--- config.mk ---
export PLATFORM = sky130hd
export DESIGN_NAME = cache_node_msi
export DESIGN_NICKNAME = d
export VERILOG_FILES = /design/src/rtl/cache_pkg.sv /design/src/rtl/cache_line_array.sv /design/src/rtl/cache_node_msi.sv
export SDC_FILE = /design/constraint.sdc
export NUM_CORES = 1
export LEC_CHECK = 0
export ABC_AREA = 1
export ABC_CLOCK_PERIOD_IN_PS = 2690
export BUFFER_PORTS_ARGS = -buffer_cell sky130_fd_sc_hd__buf_2
export CORE_ASPECT_RATIO = 1.75
export CORE_MARGIN = 2
export CORE_UTILIZATION = 51
export DETAILED_ROUTE_END_ITERATION = 10
export PLACE_DENSITY_LB_ADDON = 0.05
export SYNTH_ARGS = -nofsm -noshare
export SYNTH_HDL_FRONTEND = slang
export SYNTH_HIERARCHICAL = 1
export SYNTH_SLANG_ARGS = --single-unit
--- constraint.sdc ---
create_clock -name clock -period 2.69 [get_ports clock]
set_input_delay 0.1345 -clock clock [delete_from_list [all_inputs] [get_ports clock]]
set_output_delay 0.1345 -clock clock [all_outputs]
set_load 0.005 [all_outputs]
--- src/rtl/cache_pkg.sv ---
// Shared encodings for the MSI snooping cache node: line states, FSM states,
// and the flag field that heads every bus word.
package cache_pkg;

    localparam logic [1:0] LS_I = 2'b00;
    localparam logic [1:0] LS_S = 2'b01;
    localparam logic [1:0] LS_M = 2'b10;

    localparam logic [2:0] ST_IDLE      = 3'd0;
    localparam logic [2:0] ST_LOOKUP    = 3'd1;
    localparam logic [2:0] ST_INV       = 3'd2;
    localparam logic [2:0] ST_WB        = 3'd3;
    localparam logic [2:0] ST_MISS_REQ  = 3'd4;
    localparam logic [2:0] ST_FILL_WAIT = 3'd5;

    localparam int FLAG_W = 4;

    // Flag field order matches the bus word, MSB first.
    typedef struct packed {
        logic rd_miss;
        logic wr_miss;
        logic inval;
        logic wb;
    } bus_flags_t;

    function automatic bus_flags_t pack_flags(input logic rd, input logic wr,
                                              input logic inv, input logic wb);
        bus_flags_t f;
        f.rd_miss = rd;
        f.wr_miss = wr;
        f.inval   = inv;
        f.wb      = wb;
        return f;
    endfunction

    function automatic bus_flags_t unpack_flags(input logic [FLAG_W-1:0] w);
        return bus_flags_t'(w);
    endfunction

endpackage

--- src/rtl/cache_line_array.sv ---
// Direct-mapped line storage {state, tag, data}: one full-entry CPU write port,
// one state-only snoop port that wins on the same index, two combinational reads.
module cache_line_array
    import cache_pkg::*;
#(
    parameter int DATA_W    = 4,
    parameter int NUM_LINES = 2,
    parameter int IDX_W     = 1,
    parameter int TAG_W     = 2
) (
    input  logic              clock,
    input  logic              reset,
    input  logic              cpu_we,
    input  logic [IDX_W-1:0]  cpu_idx,
    input  logic [1:0]        cpu_state,
    input  logic [TAG_W-1:0]  cpu_tag,
    input  logic [DATA_W-1:0] cpu_data,
    input  logic              snp_we,
    input  logic [IDX_W-1:0]  snp_idx,
    input  logic [1:0]        snp_state,
    input  logic [IDX_W-1:0]  rd_a_idx,
    output logic [1:0]        rd_a_state,
    output logic [TAG_W-1:0]  rd_a_tag,
    output logic [DATA_W-1:0] rd_a_data,
    input  logic [IDX_W-1:0]  rd_b_idx,
    output logic [1:0]        rd_b_state,
    output logic [TAG_W-1:0]  rd_b_tag,
    output logic [DATA_W-1:0] rd_b_data
);

    logic [1:0]        state_q [NUM_LINES];
    logic [TAG_W-1:0]  tag_q   [NUM_LINES];
    logic [DATA_W-1:0] data_q  [NUM_LINES];

    always_ff @(posedge clock) begin
        if (reset) begin
            for (int i = 0; i < NUM_LINES; i++) begin
                state_q[i] <= LS_I;
                tag_q[i]   <= '0;
                data_q[i]  <= '0;
            end
        end else begin
            if (cpu_we) begin
                state_q[cpu_idx] <= cpu_state;
                tag_q[cpu_idx]   <= cpu_tag;
                data_q[cpu_idx]  <= cpu_data;
            end
            // Later assignment gives the snoop port priority on a shared index.
            if (snp_we) begin
                state_q[snp_idx] <= snp_state;
            end
        end
    end

    assign rd_a_state = state_q[rd_a_idx];
    assign rd_a_tag   = tag_q[rd_a_idx];
    assign rd_a_data  = data_q[rd_a_idx];
    assign rd_b_state = state_q[rd_b_idx];
    assign rd_b_tag   = tag_q[rd_b_idx];
    assign rd_b_data  = data_q[rd_b_idx];

endmodule

--- src/rtl/cache_node_msi.sv ---
// Per-CPU MSI snooping cache node: one CPU request at a time, snoops every cycle.
// Optional CACHE_NODE_STATS_EN adds saturating hit_count/miss_count outputs.
module cache_node_msi
    import cache_pkg::*;
#(
    parameter int ADDR_W    = 3,
    parameter int DATA_W    = 4,
    parameter int NUM_LINES = 2,
    parameter int BUS_W     = 4 + ADDR_W + DATA_W
) (
    input  logic              clock,
    input  logic              reset,
    input  logic              execute_instruction,
    input  logic              instruction,
    input  logic [ADDR_W-1:0] address,
    input  logic [DATA_W-1:0] data_in,
    output logic [DATA_W-1:0] data_out,
    output logic              done,
    output logic              busy,
    input  logic [BUS_W-1:0]  bus_in,
    output logic [BUS_W-1:0]  bus_out,
    input  logic              fill_valid,
    input  logic [DATA_W-1:0] fill_data
`ifdef CACHE_NODE_STATS_EN
    ,
    output logic [15:0]       hit_count,
    output logic [15:0]       miss_count
`endif
);

    localparam int IDX_W = $clog2(NUM_LINES);
    localparam int TAG_W = ADDR_W - IDX_W;

    logic [2:0]        state_q, state_d;
    logic              req_wr_q, req_wr_d;
    logic [ADDR_W-1:0] req_addr_q, req_addr_d;
    logic [DATA_W-1:0] req_data_q, req_data_d;
    logic [DATA_W-1:0] data_out_q, data_out_d;
    logic              done_q, done_d;
    logic              busy_q, busy_d;
    logic              snp_wb_vld_q, snp_wb_vld_d;
    logic [ADDR_W-1:0] snp_wb_addr_q;
    logic [DATA_W-1:0] snp_wb_data_q;

    logic              cpu_we;
    logic [1:0]        cpu_state;
    logic [TAG_W-1:0]  cpu_tag;
    logic [DATA_W-1:0] cpu_data;
    logic              snp_we, snp_upd, snp_wb, snp_hit, snp_on_req, fill_install;
    logic [1:0]        snp_new;
    logic              cnt_hit, cnt_miss, hit;

    logic [1:0]        a_state, b_state;
    logic [TAG_W-1:0]  a_tag, b_tag;
    logic [DATA_W-1:0] a_data, b_data;

    logic [IDX_W-1:0]  req_idx, snp_idx;
    logic [TAG_W-1:0]  req_tag, snp_tag;
    bus_flags_t        bin_fl;
    logic [ADDR_W-1:0] bin_addr;
    logic              unused_bus_data;

    assign req_idx  = req_addr_q[IDX_W-1:0];
    assign req_tag  = req_addr_q[ADDR_W-1:IDX_W];
    assign bin_fl   = unpack_flags(bus_in[BUS_W-1 -: FLAG_W]);
    assign bin_addr = bus_in[DATA_W +: ADDR_W];
    assign snp_idx  = bin_addr[IDX_W-1:0];
    assign snp_tag  = bin_addr[ADDR_W-1:IDX_W];
    assign unused_bus_data = ^bus_in[DATA_W-1:0];

    cache_line_array #(
        .DATA_W   (DATA_W),
        .NUM_LINES(NUM_LINES),
        .IDX_W    (IDX_W),
        .TAG_W    (TAG_W)
    ) u_array (
        .clock     (clock),
        .reset     (reset),
        .cpu_we    (cpu_we),
        .cpu_idx   (req_idx),
        .cpu_state (cpu_state),
        .cpu_tag   (cpu_tag),
        .cpu_data  (cpu_data),
        .snp_we    (snp_we),
        .snp_idx   (snp_idx),
        .snp_state (snp_new),
        .rd_a_idx  (req_idx),
        .rd_a_state(a_state),
        .rd_a_tag  (a_tag),
        .rd_a_data (a_data),
        .rd_b_idx  (snp_idx),
        .rd_b_state(b_state),
        .rd_b_tag  (b_tag),
        .rd_b_data (b_data)
    );

    // Snoop decode: writeback words on the bus are never acted upon.
    always_comb begin
        snp_upd = 1'b0;
        snp_wb  = 1'b0;
        snp_new = b_state;
        snp_hit = (b_state != LS_I) && (b_tag == snp_tag) && !bin_fl.wb;
        if (snp_hit) begin
            if (bin_fl.rd_miss) begin
                if (b_state == LS_M) begin
                    snp_wb  = 1'b1;
                    snp_new = LS_S;
                    snp_upd = 1'b1;
                end
            end else if (bin_fl.wr_miss) begin
                snp_wb  = (b_state == LS_M);
                snp_new = LS_I;
                snp_upd = 1'b1;
            end else if (bin_fl.inval) begin
                snp_new = LS_I;
                snp_upd = 1'b1;
            end
        end
    end

    assign snp_on_req   = snp_upd && (snp_idx == req_idx);
    assign fill_install = (state_q == ST_FILL_WAIT) && fill_valid;
    // The line being replaced by a fill is never M, so dropping its snoop update loses nothing.
    assign snp_we       = snp_upd && !(fill_install && snp_on_req);
    assign snp_wb_vld_d = snp_wb;
    assign hit          = (a_state != LS_I) && (a_tag == req_tag);

    always_comb begin
        state_d    = state_q;
        busy_d     = busy_q;
        done_d     = 1'b0;
        data_out_d = data_out_q;
        req_wr_d   = req_wr_q;
        req_addr_d = req_addr_q;
        req_data_d = req_data_q;
        cpu_we     = 1'b0;
        cpu_state  = LS_I;
        cpu_tag    = req_tag;
        cpu_data   = a_data;
        cnt_hit    = 1'b0;
        cnt_miss   = 1'b0;
        case (state_q)
            ST_IDLE: begin
                if (busy_q) begin
                    busy_d = 1'b0;
                end else if (execute_instruction) begin
                    req_wr_d   = instruction;
                    req_addr_d = address;
                    req_data_d = data_in;
                    busy_d     = 1'b1;
                    state_d    = ST_LOOKUP;
                end
            end
            ST_LOOKUP: begin
                if (!snp_upd) begin
                    if (hit && !req_wr_q) begin
                        data_out_d = a_data;
                        done_d     = 1'b1;
                        state_d    = ST_IDLE;
                        cnt_hit    = 1'b1;
                    end else if (hit && a_state == LS_M) begin
                        cpu_we     = 1'b1;
                        cpu_state  = LS_M;
                        cpu_data   = req_data_q;
                        data_out_d = req_data_q;
                        done_d     = 1'b1;
                        state_d    = ST_IDLE;
                        cnt_hit    = 1'b1;
                    end else if (hit) begin
                        state_d = ST_INV;
                        cnt_hit = 1'b1;
                    end else begin
                        state_d  = (a_state == LS_M) ? ST_WB : ST_MISS_REQ;
                        cnt_miss = 1'b1;
                    end
                end
            end
            ST_INV: begin
                if (snp_on_req) begin
                    state_d = ST_MISS_REQ;
                end else if (!snp_wb_vld_q) begin
                    cpu_we     = 1'b1;
                    cpu_state  = LS_M;
                    cpu_data   = req_data_q;
                    data_out_d = req_data_q;
                    done_d     = 1'b1;
                    state_d    = ST_IDLE;
                end
            end
            ST_WB: begin
                if (snp_on_req) begin
                    state_d = ST_MISS_REQ;
                end else if (!snp_wb_vld_q) begin
                    cpu_we    = 1'b1;
                    cpu_state = LS_I;
                    cpu_tag   = a_tag;
                    state_d   = ST_MISS_REQ;
                end
            end
            ST_MISS_REQ: begin
                if (!snp_wb_vld_q) begin
                    state_d = ST_FILL_WAIT;
                end
            end
            ST_FILL_WAIT: begin
                if (fill_valid) begin
                    cpu_we     = 1'b1;
                    cpu_state  = req_wr_q ? LS_M : LS_S;
                    cpu_data   = req_wr_q ? req_data_q : fill_data;
                    data_out_d = cpu_data;
                    done_d     = 1'b1;
                    state_d    = ST_IDLE;
                end
            end
            default: state_d = ST_IDLE;
        endcase
    end

    always_ff @(posedge clock) begin
        if (reset) begin
            state_q      <= ST_IDLE;
            busy_q       <= 1'b0;
            done_q       <= 1'b0;
            data_out_q   <= '0;
            snp_wb_vld_q <= 1'b0;
        end else begin
            state_q      <= state_d;
            busy_q       <= busy_d;
            done_q       <= done_d;
            data_out_q   <= data_out_d;
            snp_wb_vld_q <= snp_wb_vld_d;
        end
    end

    always_ff @(posedge clock) begin
        req_wr_q      <= req_wr_d;
        req_addr_q    <= req_addr_d;
        req_data_q    <= req_data_d;
        snp_wb_addr_q <= bin_addr;
        snp_wb_data_q <= b_data;
    end

    // A pending snoop writeback owns the bus; FSM messages hold their state meanwhile.
    always_comb begin
        bus_out = '0;
        if (snp_wb_vld_q) begin
            bus_out = {pack_flags(1'b0, 1'b0, 1'b0, 1'b1), snp_wb_addr_q, snp_wb_data_q};
        end else begin
            case (state_q)
                ST_INV:      bus_out = {pack_flags(1'b0, 1'b0, 1'b1, 1'b0), req_addr_q, {DATA_W{1'b0}}};
                ST_WB:       bus_out = {pack_flags(1'b0, 1'b0, 1'b0, 1'b1), a_tag, req_idx, a_data};
                ST_MISS_REQ: bus_out = {pack_flags(!req_wr_q, req_wr_q, 1'b0, 1'b0), req_addr_q, {DATA_W{1'b0}}};
                default:     bus_out = '0;
            endcase
        end
    end

    assign data_out = data_out_q;
    assign done     = done_q;
    assign busy     = busy_q;

`ifdef CACHE_NODE_STATS_EN
    logic [15:0] hit_cnt_q, miss_cnt_q;

    always_ff @(posedge clock) begin
        if (reset) begin
            hit_cnt_q  <= '0;
            miss_cnt_q <= '0;
        end else begin
            if (cnt_hit && hit_cnt_q != 16'hFFFF) begin
                hit_cnt_q <= hit_cnt_q + 16'd1;
            end
            if (cnt_miss && miss_cnt_q != 16'hFFFF) begin
                miss_cnt_q <= miss_cnt_q + 16'd1;
            end
        end
    end

    assign hit_count  = hit_cnt_q;
    assign miss_count = miss_cnt_q;
`else
    logic unused_stats;
    assign unused_stats = cnt_hit ^ cnt_miss;
`endif

endmodule
==> results of run 1 <==
[power by group through the flow]
stage,clock [mW],combinational (mW),sequential (mW)
after floorplan,0,0.348,0.793
after global placement,0,0.524,0.797
after detailed placement,0,0.531,0.798
after CTS,0.601,0.537,0.783
after global routing,0.618,0.613,0.792
final,0.594,0.543,0.782
[per-layer routing]
layer / wire length, um / GRT usage [%] / up-vias / share of wire [%]
met5: 0 / 0 / - / 0
met4: 341 / 15.6 / 0 / 5.0
met3: 279 / 3.18 / 24 / 4.1
met2: 3610 / 46.9 / 80 / 53
met1: 2570 / 27.5 / 1104 / 38
li1: - / - / 1278 / -
[cells in the final DEF (no fill, tap or decap), types with 3 or more instances in the layout]
cell type / n
edfxtp_1: 24
o21ai_0: 27
nor2_2: 8
nor2_1: 39
nand2_1: 86
inv_2: 5
nand4_1: 7
dfxtp_1: 17
o21ai_1: 3
nor3_1: 3
inv_1: 56
buf_2: 39
buf_4: 16
nor2_4: 4
a2bb2oi_1: 4
ha_1: 4
nand3_1: 26
clkbuf_8: 5
nand2_2: 3
o211ai_1: 7
a21oi_1: 13
[final timing paths]
kind,start,endpoint,cells after the start
min reg2reg,u_array/data_q[1][0],snp_wb_data_q[0],2
max,req_addr_q[0],u_array/data_q[1][1],13
min,data_in[2],req_data_q[2],1
max reg2reg,req_addr_q[0],u_array/data_q[1][1],13
[worst max-delay path, delay by kind of cell (launching register included)]
| family | cells | cell delay [ns] |
|---|---|---|
| flip-flops | 1 | 0.44 |
| AND/OR/NAND/NOR | 5 | 0.47 |
| adder cells (fa/ha/maj) | 1 | 0.18 |
| AO/OA/AOI/OAI | 4 | 0.73 |
| buffers and inverters | 3 | 0.40 |
[cell type report]
| cell class | count | share of cell area, % |
|---|---|---|
| multi-input cells | 249 | 40.8 |
| flip-flops and latches | 41 | 34.2 |
| repair buffers | 57 | 10.8 |
| inverters | 62 | 7.59 |
| clock buffers | 5 | 2.22 |
| well taps | 54 | 2.18 |
| clock inverters | 3 | 2.10 |
[flip-flops by register name, summed over array words and instances (netlist names)]
register and count:
data_out 4, snp_wb_data_q 4, req_data_q 4, snp_wb_addr_q 3, busy 1, u_array/data_q 8, done 1, u_array/tag_q 4
req_wr_q 1, req_addr_q 3, u_array/state_q 4, state_q 3, snp_wb_vld_q 1
[synth_stat cells (all sizes together)]
library cell / number / area, um2
xnor2: 1 / 8.76
o31ai: 1 / 7.51
inv: 62 / 235
o21ai: 31 / 159
buf: 3 / 15.0
nand3: 27 / 135
nor3: 5 / 47.5
nand4: 7 / 43.8
o21a: 2 / 15.0
clkbuf: 3 / 11.3
a22o: 1 / 8.76
nor4: 1 / 6.26
dfxtp: 17 / 340
ha: 4 / 50.1
o211ai: 7 / 52.6
a21oi: 14 / 73.8
a22oi: 2 / 15.0
a2bb2oi: 4 / 35.0
a211oi: 1 / 7.51
edfxtp: 24 / 721
nand2: 90 / 348
nor2: 51 / 241
[metrics by stage]
stage / setup TNS (ns) / util [%] / cell area (um2) / cells
6_report: 0 / 62.8 / 3100 / 471
5_1_grt: -0.0153 / 62.8 / 3100 / 471
4_1_cts: 0 / 62.4 / 3080 / 470
3_5_place_dp: 0 / 59.3 / 2930 / 460
3_3_place_gp: 0 / 59.3 / 2930 / 460
2_1_floorplan: 0 / - / 2580 / 358
[timing repair]
action / 4_1_cts / 5_1_grt
hold endpoints to repair: 2 / 0
setup buffers: 0 / 1
setup endpoints to repair: 0 / 28
hold buffers: 2 / 0
resized for setup: 0 / 6
[logic make-up (layout without fill, tap and decap cells)]
kind of cell	after synthesis	in the layout	synth area share, %
flip-flops	41	41	41.2
AND/OR/NAND/NOR	181	181	31.9
XOR/XNOR	1	1	0.340
buffers and inverters	68	127	10.1
AO/OA/AOI/OAI	63	63	14.5
adder cells (fa/ha/maj)	4	4	1.94
==> flow_results.org, run 1 <==
** Floorplanning
- In this run the count of I/O pins placed on the die edge is 44.
- Core Area :: 0.00493 mm2
- Area enclosed by the die boundary :: 0.00566 mm2
- Row generation in the floorplan step produced 34 rows.
- Vertical die dimension :: 98.0 um
- Measured along the x axis, the die boundary spans 57.7 um.
- Once the floorplan was initialized, standard cells occupied 52.2% of the core.

** Worst hold path
- Class of the tightest hold or removal check :: in2reg

** Worst setup path
- The slowest stage of the critical path is the edfxtp_1 cell.
- Largest fanout on the critical path :: 5
- List of cells traversed by the critical path :: buf_4, o21ai_1, nor2_1, a21oi_1, nand2_1, inv_1, ha_1, nand2_1, o21a_1, o21ai_0, nand2_1, inv_1, nor2_1
- Critical Path RT :: 2.75 ns
- Type of element launching the critical path :: flip-flop
- Start-to-end type of the worst setup path :: reg2reg
- Crit end category :: flip-flop
- Cell with the most instances on the worst path :: nand2_1
- CP Data Arrival Time :: 2.52 ns
- Slowest Stage Delay on Critical Path :: 0.44 ns
- For flop-to-flop paths, the worst setup slack is 0.23 ns.

** GRT
- GR Overflow Total :: 0
- Wire length of the first global-routing pass :: 11100 um
- Antenna violations before repair :: 0
- Vias in the first global route :: 2454
- Global router's overall resource usage :: 26.0%
- Maximum number of pins on one net before global-route repair :: 18

** Power and ir drop
- Clock network fraction of total power :: 31.0%
- NetSw :: 0.620 mW
- Sequential share of power :: 40.8%
- Leakage :: 1.51 nW
- Net switching is 32.3% of the power.
- Overall power :: 1.92 mW
- Power Internal :: 1.30 mW
- The share of total power dissipated in combinational logic is 28.3%.
- Maximum resistive drop on vdd :: 0.664 mV
- Total power divided by cell area :: 619 mW/mm2

** Finish
- The number of antenna diodes in the final layout is 0.
- In the final layout, the share of cells above drive strength 1 is 21.6%.
- The layout has 482 filler cells.
- In the final design database the tool counted 447 nets.
- Registers take 0.00106 mm2.
- Combined area of the multi-input logic cells :: 0.00126 mm2
- Compared with the post-synthesis result, the final layout area differs by 20.2%.

** Clock network
- Clk slew on worst S/H paths :: 0.08 ns
- Later-pin clock latency in the skew report :: 0.30 ns
- CTS root buf :: clkbuf_8
- Buffer depth of the longest clock path :: 2
- TritonCTS built the clock tree.
- Clock Sinks :: 41
- CTS H-tree depth :: 2
- CTS Buf Count :: 5

** Synth
- In the synthesized netlist, the number of instances is 358.
- The average instance in the mapped netlist occupies 7.20 um2.
- Post-synth design cell area :: 0.00258 mm2
- After synthesis, the netlist uses 31 different library cells.
- Synthesized netlist net count :: 389
- Fraction of the yosys area taken by sequential cells :: 41.2%
- Synthesis inferred 41 register bits.
- Yosys printed 6 warnings.

** Timing
- For the pin with the worst max-slew slack, the measured transition is 0.529 ns.
- In the post-route analysis, the smallest setup slack over all paths is 0.232 ns.
- Headroom to the max-slew limit came out at 64.4%.
- Of the available clock period, the critical path in the final layout requires 91.4%.
- Worst clock skew :: 0.00350 ns
- Max Fclk :: 0.407 GHz
- Setup violations remaining at the end of the flow were counted as 0.
- Total count of hold-check failures in the final report :: 0
- Post-Route Hold Slack :: 0.00956 ns
- Tmin final :: 2.46 ns
- The count of pins over their slew limit came to 0.

** Run
- Max-cap check violation count :: 0

** Route
- Final routed wirelength across all metal layers :: 6800 um
- Mean routed wirelength per cell :: 14.4 um
- After detailed routing, the number of remaining DRC violations is 0.
- Number of DRC markers in iteration 0 :: 103
- The detail route stage leaves a number of antenna-violating nets equal to 0.
- Pre-antenna DRT Iters :: 5
- Post-detailed-route via-to-cell ratio :: 5.28
- For this block, the via count after detailed routing is 2486.

** Outcome
- Status :: finished clean

** Placed design
- The HPWL after detailed placement is 5360 um.
- Post-place setup slack :: 0.0557 ns
- RePlAce Congestion :: 0.885
- Total of buffers placed on input and output ports :: 39
Power figures use the tool's default switching activity.
==> run 2, diff against run 1 <==
--- a/config.mk
+++ b/config.mk
@@ -5,7 +5,6 @@
 export SDC_FILE = /design/constraint.sdc
 export NUM_CORES = 1
 export LEC_CHECK = 0
-export ABC_AREA = 1
 export ABC_CLOCK_PERIOD_IN_PS = 2690
 export BUFFER_PORTS_ARGS = -buffer_cell sky130_fd_sc_hd__buf_2
 export CORE_ASPECT_RATIO = 1.75
==> run 2 against run 1 <==
Net effect:
- the run now ends with negative setup slack left
- final area is 7.9% higher
- combinational power is 66% higher
- sequential cell count stayed put
- hold slack better by 0.0034 ns
- global-route usage is 1.3 points lower
- non-clock buffer count is 21 higher
- register-to-register slack worse by 0.37 ns
- sequential power is 6.1% higher
- die area is 1.1% higher
- via count is 12% lower
==> flow_results.org, run 2 <==
** Finish
- The final-layout fill cell count came to 387 (-20%).
- The final net count is 344 (-23%).
- Post-route cell area :: 0.00334 mm2 (+7.9%)
- Diodes inserted :: 0 (unchanged)
- Largest register by flop count :: u_array/data_q
- Final core utilization :: 67.7% (+4.9 points)
- Leaving out fill and tap cells, the most frequent cell in the layout is buf_2.
- Flip-flop count of the largest register after layout :: 8 (unchanged)
- The fraction of final layout cells with drive strength greater than 1 was 43.6% (+22 points).
- Signed area change from the synthesized netlist to the final layout :: 28.2%
- Most frequent cells in the layout :: 39 x buf_2, 28 x buf_4, 24 x edfxtp_1

** Clock network
- The maximum root-to-sink buffer count came to 2 (unchanged).
- Later-pin clock latency in the skew report :: 0.29 ns (about the same)
- The number of sinks on the clock net came to 41 (unchanged).
- The number of buffers inserted during clock tree synthesis was 5 (unchanged).
- Clk slew on worst S/H paths :: 0.08 ns (about the same)
- TritonCTS built the clock tree.
- CTS root buf :: clkbuf_8
- The number of levels the H-tree was split into was 2 (unchanged).

** Worst hold path
- The path class of the tightest hold or removal check is in2reg.
- The worst hold path begins at address[0].

** Worst setup path
- Slowest-stage cell, CP :: edfxtp_1
- Reg-to-reg startpoint :: req_addr_q[0]
- Slowest Stage Delay on Critical Path :: 0.51 ns (+0.07 ns)
- The worst path arrival time came to 2.88 ns (+0.36 ns).
- Traced cell by cell, the critical path runs through mux2_4, xor2_4, buf_6, o41ai_4, buf_4, a211oi_2, buf_4, a211o_1, a221o_1, and2_1.
- The worst setup path is launched from a flip-flop.
- Worst Setup SP :: req_addr_q[0]
- Cell with the most instances on the worst path :: buf_4
- The critical path in this run is classified as reg2reg.
- The peak fanout along the critical path was 4 (-1).
- The worst setup path is captured at a flip-flop.
- The data required time at the worst endpoint was 2.74 ns (about the same).

** Synth
- The top-area cell type share of the netlist area is 27.6% (-0.32 points).
- The synthesized net count is 272 (-30%).
- The fraction of synthesis flops using an asynchronous set or reset pin came to 0% (unchanged).
- Synth Area per Inst :: 10.8 um2 (+50%)
- Number of instances in the synthesized netlist :: 241 (-33%)
- The area fraction in compound gates after synthesis is 22.6% (+8.1 points).
- Post-synth design cell area :: 0.00261 mm2 (+1.2%)
- Top-count cell post-synth :: edfxtp_1
- The multiplexer area fraction after synthesis was 8.54% (+8.5 points).
- Synth Area in Simple Gates :: 20.2% (-12 points)
- The adder-cell share of the synthesized area is 1.92% (-0.022 points).
- By area, the combinational part of the netlist is dominated by compound AO/OA/AOI/OAI gates.
- Cell type with the largest total area after synthesis :: edfxtp_1
- The count of cell types in the netlist came to 66 (+110%).
- Synthesized-area fraction occupied by xor and xnor cells :: 2.26% (+1.9 points)
- Count of yosys warnings during synthesis :: 6 (unchanged)
- Count of flip-flops with a built-in enable after synthesis :: 24 (unchanged)
- Largest cells by area after synthesis :: edfxtp_1 28%, dfxtp_1 13%, mux2_2 7.8%, and2_1 4.1%, ha_1 1.9%
- Ranked by instance count, the synthesized netlist is headed by 24 x edfxtp_1, 18 x mux2_2, 17 x and2_1, 17 x dfxtp_1, 13 x nor2_1.
- The sequential share of the synthesized area was 40.7% (-0.47 points).
- Flop and latch count out of synthesis :: 41 (unchanged)
- Leading register cell type out of synthesis :: edfxtp_1

** Timing
- Max Fclk :: 0.353 GHz (-13%)
- The share of the clock period used by the worst path after layout was 105% (+14 points).
- Worst Tran Pin Value :: 0.500 ns (-0.0286 ns)
- Post-Route Hold Slack :: 0.0130 ns (+0.00343 ns)
- Unrepaired setup endpoints after global routing :: true
- The setup skew after layout was 0.00311 ns (-0.000385 ns).
- Total count of hold-check failures in the final report :: 0 (unchanged)
- The count of pins over their slew limit is 0 (unchanged).
- Headroom to the max-slew limit :: 66.5% (+2.1 points)
- Tmin final :: 2.83 ns (+0.372 ns)
- The total of endpoints with negative setup slack in the final report was 32 (+32).
- The final worst slack came to -0.140 ns (-0.372 ns).

** Route
- Mean routed wirelength per cell :: 18.2 um (+26%)
- DRC violation count after routing :: 0 (unchanged)
- The count of antenna-violating nets left after detailed routing was 0 (unchanged).
- The average via count per standard cell is 5.95 (+13%).
- Pre-antenna DRT Iters :: 4 (-1)
- Vias after detailed routing :: 2189 (-12%)
- The final wirelength came to 6680 um (-1.7%).
- Number of DRC markers in iteration 0 :: 75 (-27%)

** Placed design
- The pre-CTS setup slack is -0.122 ns (-0.178 ns).
- The routability congestion estimate from global placement came to 0.842 (-4.9%).
- The number of buffers inserted by port buffering is 39 (unchanged).
- The instance area after placement is 0.00309 mm2 (+5.6%).
- Hpwl dp :: 5110 um (-4.7%)

** Outcome
- The flow ran to the end, but the final reports show violations.
- Failing checks :: negative setup slack

** Power and ir drop
- The standby leakage power came to 1.42 nW (-5.6%).
- The peak ir drop on the vdd network is 0.493 mV (-26%).
- The power density of the placed cells came to 644 mW/mm2 (+4.0%).

** Floorplanning
- The height of the die is 98.6 um (+0.56%).
- The floorplan die area is 0.00572 mm2 (+1.1%).
- Horizontal die dimension :: 58.1 um (+0.54%)
- Number of placed I/O pins :: 44 (unchanged)
- The number of rows created at floorplan is 34 (unchanged).
- The starting utilization of the core area was 52.8% (+0.61 points).
- Core Area :: 0.00493 mm2 (unchanged)

** Run
- Max-cap check violation count :: 0 (unchanged)

** GRT
- Wire length of the first global-routing pass :: 10700 um (-3.4%)
- The initial antenna violation count was 0 (unchanged).
- The maximum number of pins on one net before global-route repair came to 22 (+4).
- Vias in the first global route :: 2212 (-9.9%)
- GR Overflow Total :: 0 (unchanged)
- The overall routing resource usage came to 24.7% (-1.3 points).
-- run 2: power breakdown --
group	total [mW]	leakage (nW)	switching (mW)	internal [mW]
registers	0.830	0.381	0.0736	0.757
logic	0.902	0.992	0.451	0.451
clock network	0.421	0.0512	0.213	0.208
-- run 2: per-stage QoR --
step / power [mW] / std cells / setup TNS [ns]
finish: 2.15 / 368 / -2.72
global route: 2.28 / 368 / -5.22
floorplan: 1.35 / 241 / -0.234
global placement: 1.64 / 352 / -2.49
CTS: 2.12 / 365 / -2.60
detailed placement: 1.65 / 352 / -2.32
-- run 2: worst paths after layout --
kind                           to  slack [ns]  cells after the start
max          u_array/data_q[0][0]       -0.14                     10
min                 req_addr_q[0]        0.01                      1
max reg2reg  u_array/data_q[0][0]       -0.14                     10
min reg2reg      snp_wb_data_q[3]        0.50                      1
-- run 2: layout make-up --
class / count / area (um2) / area share [%]
clock buffer: 6 / 82.6 / 2.47
sequential: 41 / 1060 / 31.7
clock inverter: 2 / 13.8 / 0.412
tap: 54 / 67.6 / 2.02
multi-input combinational: 179 / 1550 / 46.4
timing repair buffer: 78 / 536 / 16.0
inverter: 8 / 30.0 / 0.899
-- run 2: cells by family after synthesis --
logic type	after synthesis
multiplexers	20
AND/OR/NAND/NOR	83
flip-flops	41
buffers and inverters	21
AO/OA/AOI/OAI	67
adder cells (fa/ha/maj)	4
XOR/XNOR	5
-- run 2: repair_timing --
action,4_1_cts,5_1_grt
endpoints found under the setup margin,30,33
resized for setup,12,12
buffers inserted,3,3
hold buffers,2,0
pin swaps,12,6
hold endpoints to repair,2,0
-- run 2: critical path, delay by kind of cell (launching register included) --
family / cells / cell delay (ns)
xor+xnor: 1 / 0.17
simple gates: 1 / 0.14
mux: 1 / 0.38
compound gates: 4 / 0.90
buf+inv: 3 / 0.49
flops: 1 / 0.51
-- run 2: routing by layer --
layer | global-route usage, % | part of all wire, % | vias to the layer above
li1 | - | - | 1073
met1 | 28.3 | 39 | 1043
met2 | 44.9 | 55 | 59
met3 | 3.28 | 3.1 | 14
met4 | 9.48 | 2.8 | 0
met5 | 0 | 0 | -
==> run 3, diff against run 2 <==
--- a/config.mk
+++ b/config.mk
@@ -6,7 +6,7 @@
 export NUM_CORES = 1
 export LEC_CHECK = 0
 export ABC_CLOCK_PERIOD_IN_PS = 2690
-export BUFFER_PORTS_ARGS = -buffer_cell sky130_fd_sc_hd__buf_2
+export BUFFER_PORTS_ARGS = -buffer_cell sky130_fd_sc_hd__clkbuf_2
 export CORE_ASPECT_RATIO = 1.75
 export CORE_MARGIN = 2
 export CORE_UTILIZATION = 51
==> constraint.sdc (replaced) <==
create_clock -name clock -period 2.69 [get_ports clock]
set_input_delay 0.538 -clock clock [delete_from_list [all_inputs] [get_ports clock]]
set_output_delay 0.538 -clock clock [all_outputs]
set_load 0.005 [all_outputs]
==> run 3 against run 2 <==
Net effect:
- the flow still finishes with violations (negative setup slack)
- sequential power decreased by 2%
- register-to-register slack is essentially flat
- first-iteration DRC count rose by 20%
- combinational power rose by 4.3%
- largest cell class unchanged
==> flow_results.org, run 3 (synthesis gave the netlist of run 2 again) <==
** Placed design
- The number of buffers inserted by port buffering came to 39 (unchanged).
- Hpwl dp :: 4940 um (-3.2%)
- The placed instance count is 366 (+4.0%).
- The routability congestion estimate from global placement was 0.910 (+8.1%).
- The pre-CTS setup slack is -0.320 ns (-0.198 ns).
- Post-Place Cell Area :: 0.00319 mm2 (+3.2%)

** Timing
- The count of pins over their slew limit is 0 (unchanged).
- Portion of the clock cycle consumed by the worst path in the final layout :: 105% (-0.28 points)
- The post-layout minimum cycle time is 2.82 ns (-0.00742 ns).
- The count of endpoints failing hold in the final timing report is 0 (unchanged).
- Final Worst Setup Slack :: -0.132 ns (+0.00742 ns)
- Max Fclk :: 0.354 GHz (+0.26%)
- # setup viols final :: 31 (-3.1%)
- Unrepaired setup endpoints after global routing :: true
- The setup skew after layout came to 0.00697 ns (+0.00385 ns).
- Headroom to the max-slew limit :: 65.3% (-1.2 points)
- Worst Tran Pin Value :: 0.518 ns (+0.0185 ns)

** Worst setup path
- Register-to-Register Path Depth :: 11 (+1)
- The peak fanout along the critical path came to 4 (unchanged).
- Reg-to-reg startpoint :: req_addr_q[0]
- The worst setup path is captured at a flip-flop.
- The data required time at the worst endpoint came to 2.75 ns (about the same).
- The critical path is of the reg2reg type.
- CP Data Arrival Time :: 2.89 ns (about the same)
- The slack of the worst reg-to-reg path was -0.13 ns (about the same).
- Slowest-stage cell, CP :: edfxtp_1
- List of cells traversed by the critical path :: buf_6, mux2_4, xor2_4, buf_6, o41ai_4, buf_6, a211oi_4, buf_4, a211o_1, a221o_1, and2_1
- By instance count, the cell type seen most on the critical path is buf_6.
- Crit Reg-Reg Endpoint :: u_array/data_q[1][1]
- Slowest Stage Delay on Critical Path :: 0.39 ns (-0.12 ns)
- Type of element launching the critical path :: flip-flop

** Worst hold path
- Class of the tightest hold or removal check :: in2reg
- The worst hold path begins at bus_in[5].
- The path with the worst hold slack has its endpoint at snp_wb_addr_q[1].
- The number of stages on the worst hold path came to 1 (unchanged).

** GRT
- Vias in the first global route :: 2233 (+0.95%)
- Wire length of the first global-routing pass :: 10400 um (-3.1%)
- The maximum number of pins on one net before global-route repair was 22 (unchanged).
- The initial antenna violation count was 0 (unchanged).
- GR Overflow Total :: 0 (unchanged)
- Global router's overall resource usage :: 24.1% (-0.59 points)

** Finish
- Nets :: 356 (+3.5%)
- The fraction of final layout cells with drive strength greater than 1 was 46.3% (+2.7 points).
- The register with the most flip-flops in the final layout is u_array/data_q.
- The summed area of non-filler cells in the final layout came to 0.00344 mm2 (+3.0%).
- The flip-flop count of the largest register after layout was 8 (unchanged).
- Diodes inserted :: 0 (unchanged)
- Most frequent cells in the layout :: 44 x buf_4, 39 x clkbuf_2, 24 x edfxtp_1
- Signed area change from the synthesized netlist to the final layout :: 32.1%
- Most common cell after layout, fill and taps aside :: buf_4
- The number of standard cells in the final layout excluding fillers came to 380 (+3.3%).

** Route
- The average wire per standard cell is 17.0 um (-6.6%).
- Post-route ant nets :: 0 (unchanged)
- The number of DRC markers after the initial detailed-route iteration came to 90 (+20%).
- Final routed wirelength across all metal layers :: 6440 um (-3.6%)
- DRC violation count after routing :: 0 (unchanged)
- Vias after detailed routing :: 2262 (+3.3%)
- Pre-antenna DRT Iters :: 4 (unchanged)
- Post-detailed-route via-to-cell ratio :: 5.95 (about the same)

** Floorplanning
- Number of placed I/O pins :: 44 (unchanged)
- Core Area :: 0.00493 mm2 (unchanged)
- The width of the die was 58.1 um (unchanged).
- Placement row count :: 34 (unchanged)
- Vertical die dimension :: 98.6 um (unchanged)
- The starting utilization of the core area was 52.8% (unchanged).
- The floorplan die area came to 0.00572 mm2 (unchanged).

** Power and ir drop
- The peak ir drop on the vdd network is 0.476 mV (-3.4%).
- The overall power of the completed layout was 2.19 mW (+1.6%).
- Total power divided by cell area :: 636 mW/mm2 (-1.4%)
- The standby leakage power came to 1.48 nW (+4.0%).

** Clock network
- The clock-pin slew on the worst setup and hold paths is 0.09 ns (about the same).
- The tree is rooted in a clkbuf_8.
- The number of levels the H-tree was split into was 2 (unchanged).
- The maximum root-to-sink buffer count is 2 (unchanged).
- Clock tree from TritonCTS :: yes
- Clock Sinks :: 41 (unchanged)
- The number of buffers inserted during clock tree synthesis is 5 (unchanged).
- The clock latency on the worst-skew pair is 0.30 ns (about the same).

** Run
- The number of maximum-capacitance violations is 0 (unchanged).

** Outcome
- Status :: finished, violations left
- The final reports fail on negative setup slack.
==> run 3: cell types whose count changed in the layout (fill, tap and decap cells not counted), moves of 2 or more <==
cell / change
buf_2: -39
clkbuf_2: +39
buf_4: +16
buf_6: -2
dlygate4sd3_1: -2
mux2_2: -2
mux2_4: +2
==> run 3: per-stage QoR <==
step	util [%]	TNS, ns	hold slack (ns)
floorplan	-	-2.40	0.469
global placement	64.7	-7.05	0.477
detailed placement	64.7	-7.24	0.479
CTS	69.3	-4.09	0.363
global route	69.8	-4.54	0.350
finish	69.8	-1.90	0.360
==> run 3: metal layers <==
metal,part of all wire [%],up-vias,global-route usage (%),wire (um)
met5,0,-,0,0
met4,3.3,0,11.8,215
met3,4.3,18,3.81,276
met2,55,82,43.7,3570
met1,37,1070,26.2,2380
li1,-,1092,-,-
==> run 3: repair_timing <==
action                                  4_1_cts  5_1_grt
setup buffers                                 6        1
hold buffers                                  0        0
endpoints found under the setup margin       32       33
resized for setup                            19        8
pin swaps                                    19       15
==> run 3: worst max-delay path, delay by kind of cell (launching register included) <==
family	cells	cell delay [ns]
AO/OA/AOI/OAI	4	0.90
XOR/XNOR	1	0.17
buffers and inverters	4	0.62
flip-flops	1	0.39
multiplexers	1	0.34
AND/OR/NAND/NOR	1	0.16
==> run 3: area by class of cell <==
type,count,area (um2)
multi-input combinational,179,1580
tap,54,67.6
timing repair buffer,90,613
clock buffer,6,82.6
fill,392,1490
clock inverter,2,13.8
inverter,8,30.0
sequential,41,1060
==> run 3: worst max path at each step <==
stage / start / end / slack [ns]
6_report: req_addr_q[0] / u_array/data_q[1][1] / -0.13
5_1_grt: req_addr_q[0] / u_array/data_q[1][1] / -0.23
4_1_cts: req_addr_q[0] / u_array/data_q[0][1] / -0.17
3_5_place_dp: req_addr_q[0] / u_array/data_q[1][1] / -0.32
3_3_place_gp: req_addr_q[0] / u_array/data_q[1][0] / -0.31
2_1_floorplan: bus_in[4] / u_array/data_q[1][0] / -0.18
==> run 3: power breakdown <==
part,internal (mW),total (mW),switching [mW]
Clock,0.208,0.436,0.228
Combinational,0.469,0.941,0.473
Sequential,0.757,0.811,0.0548
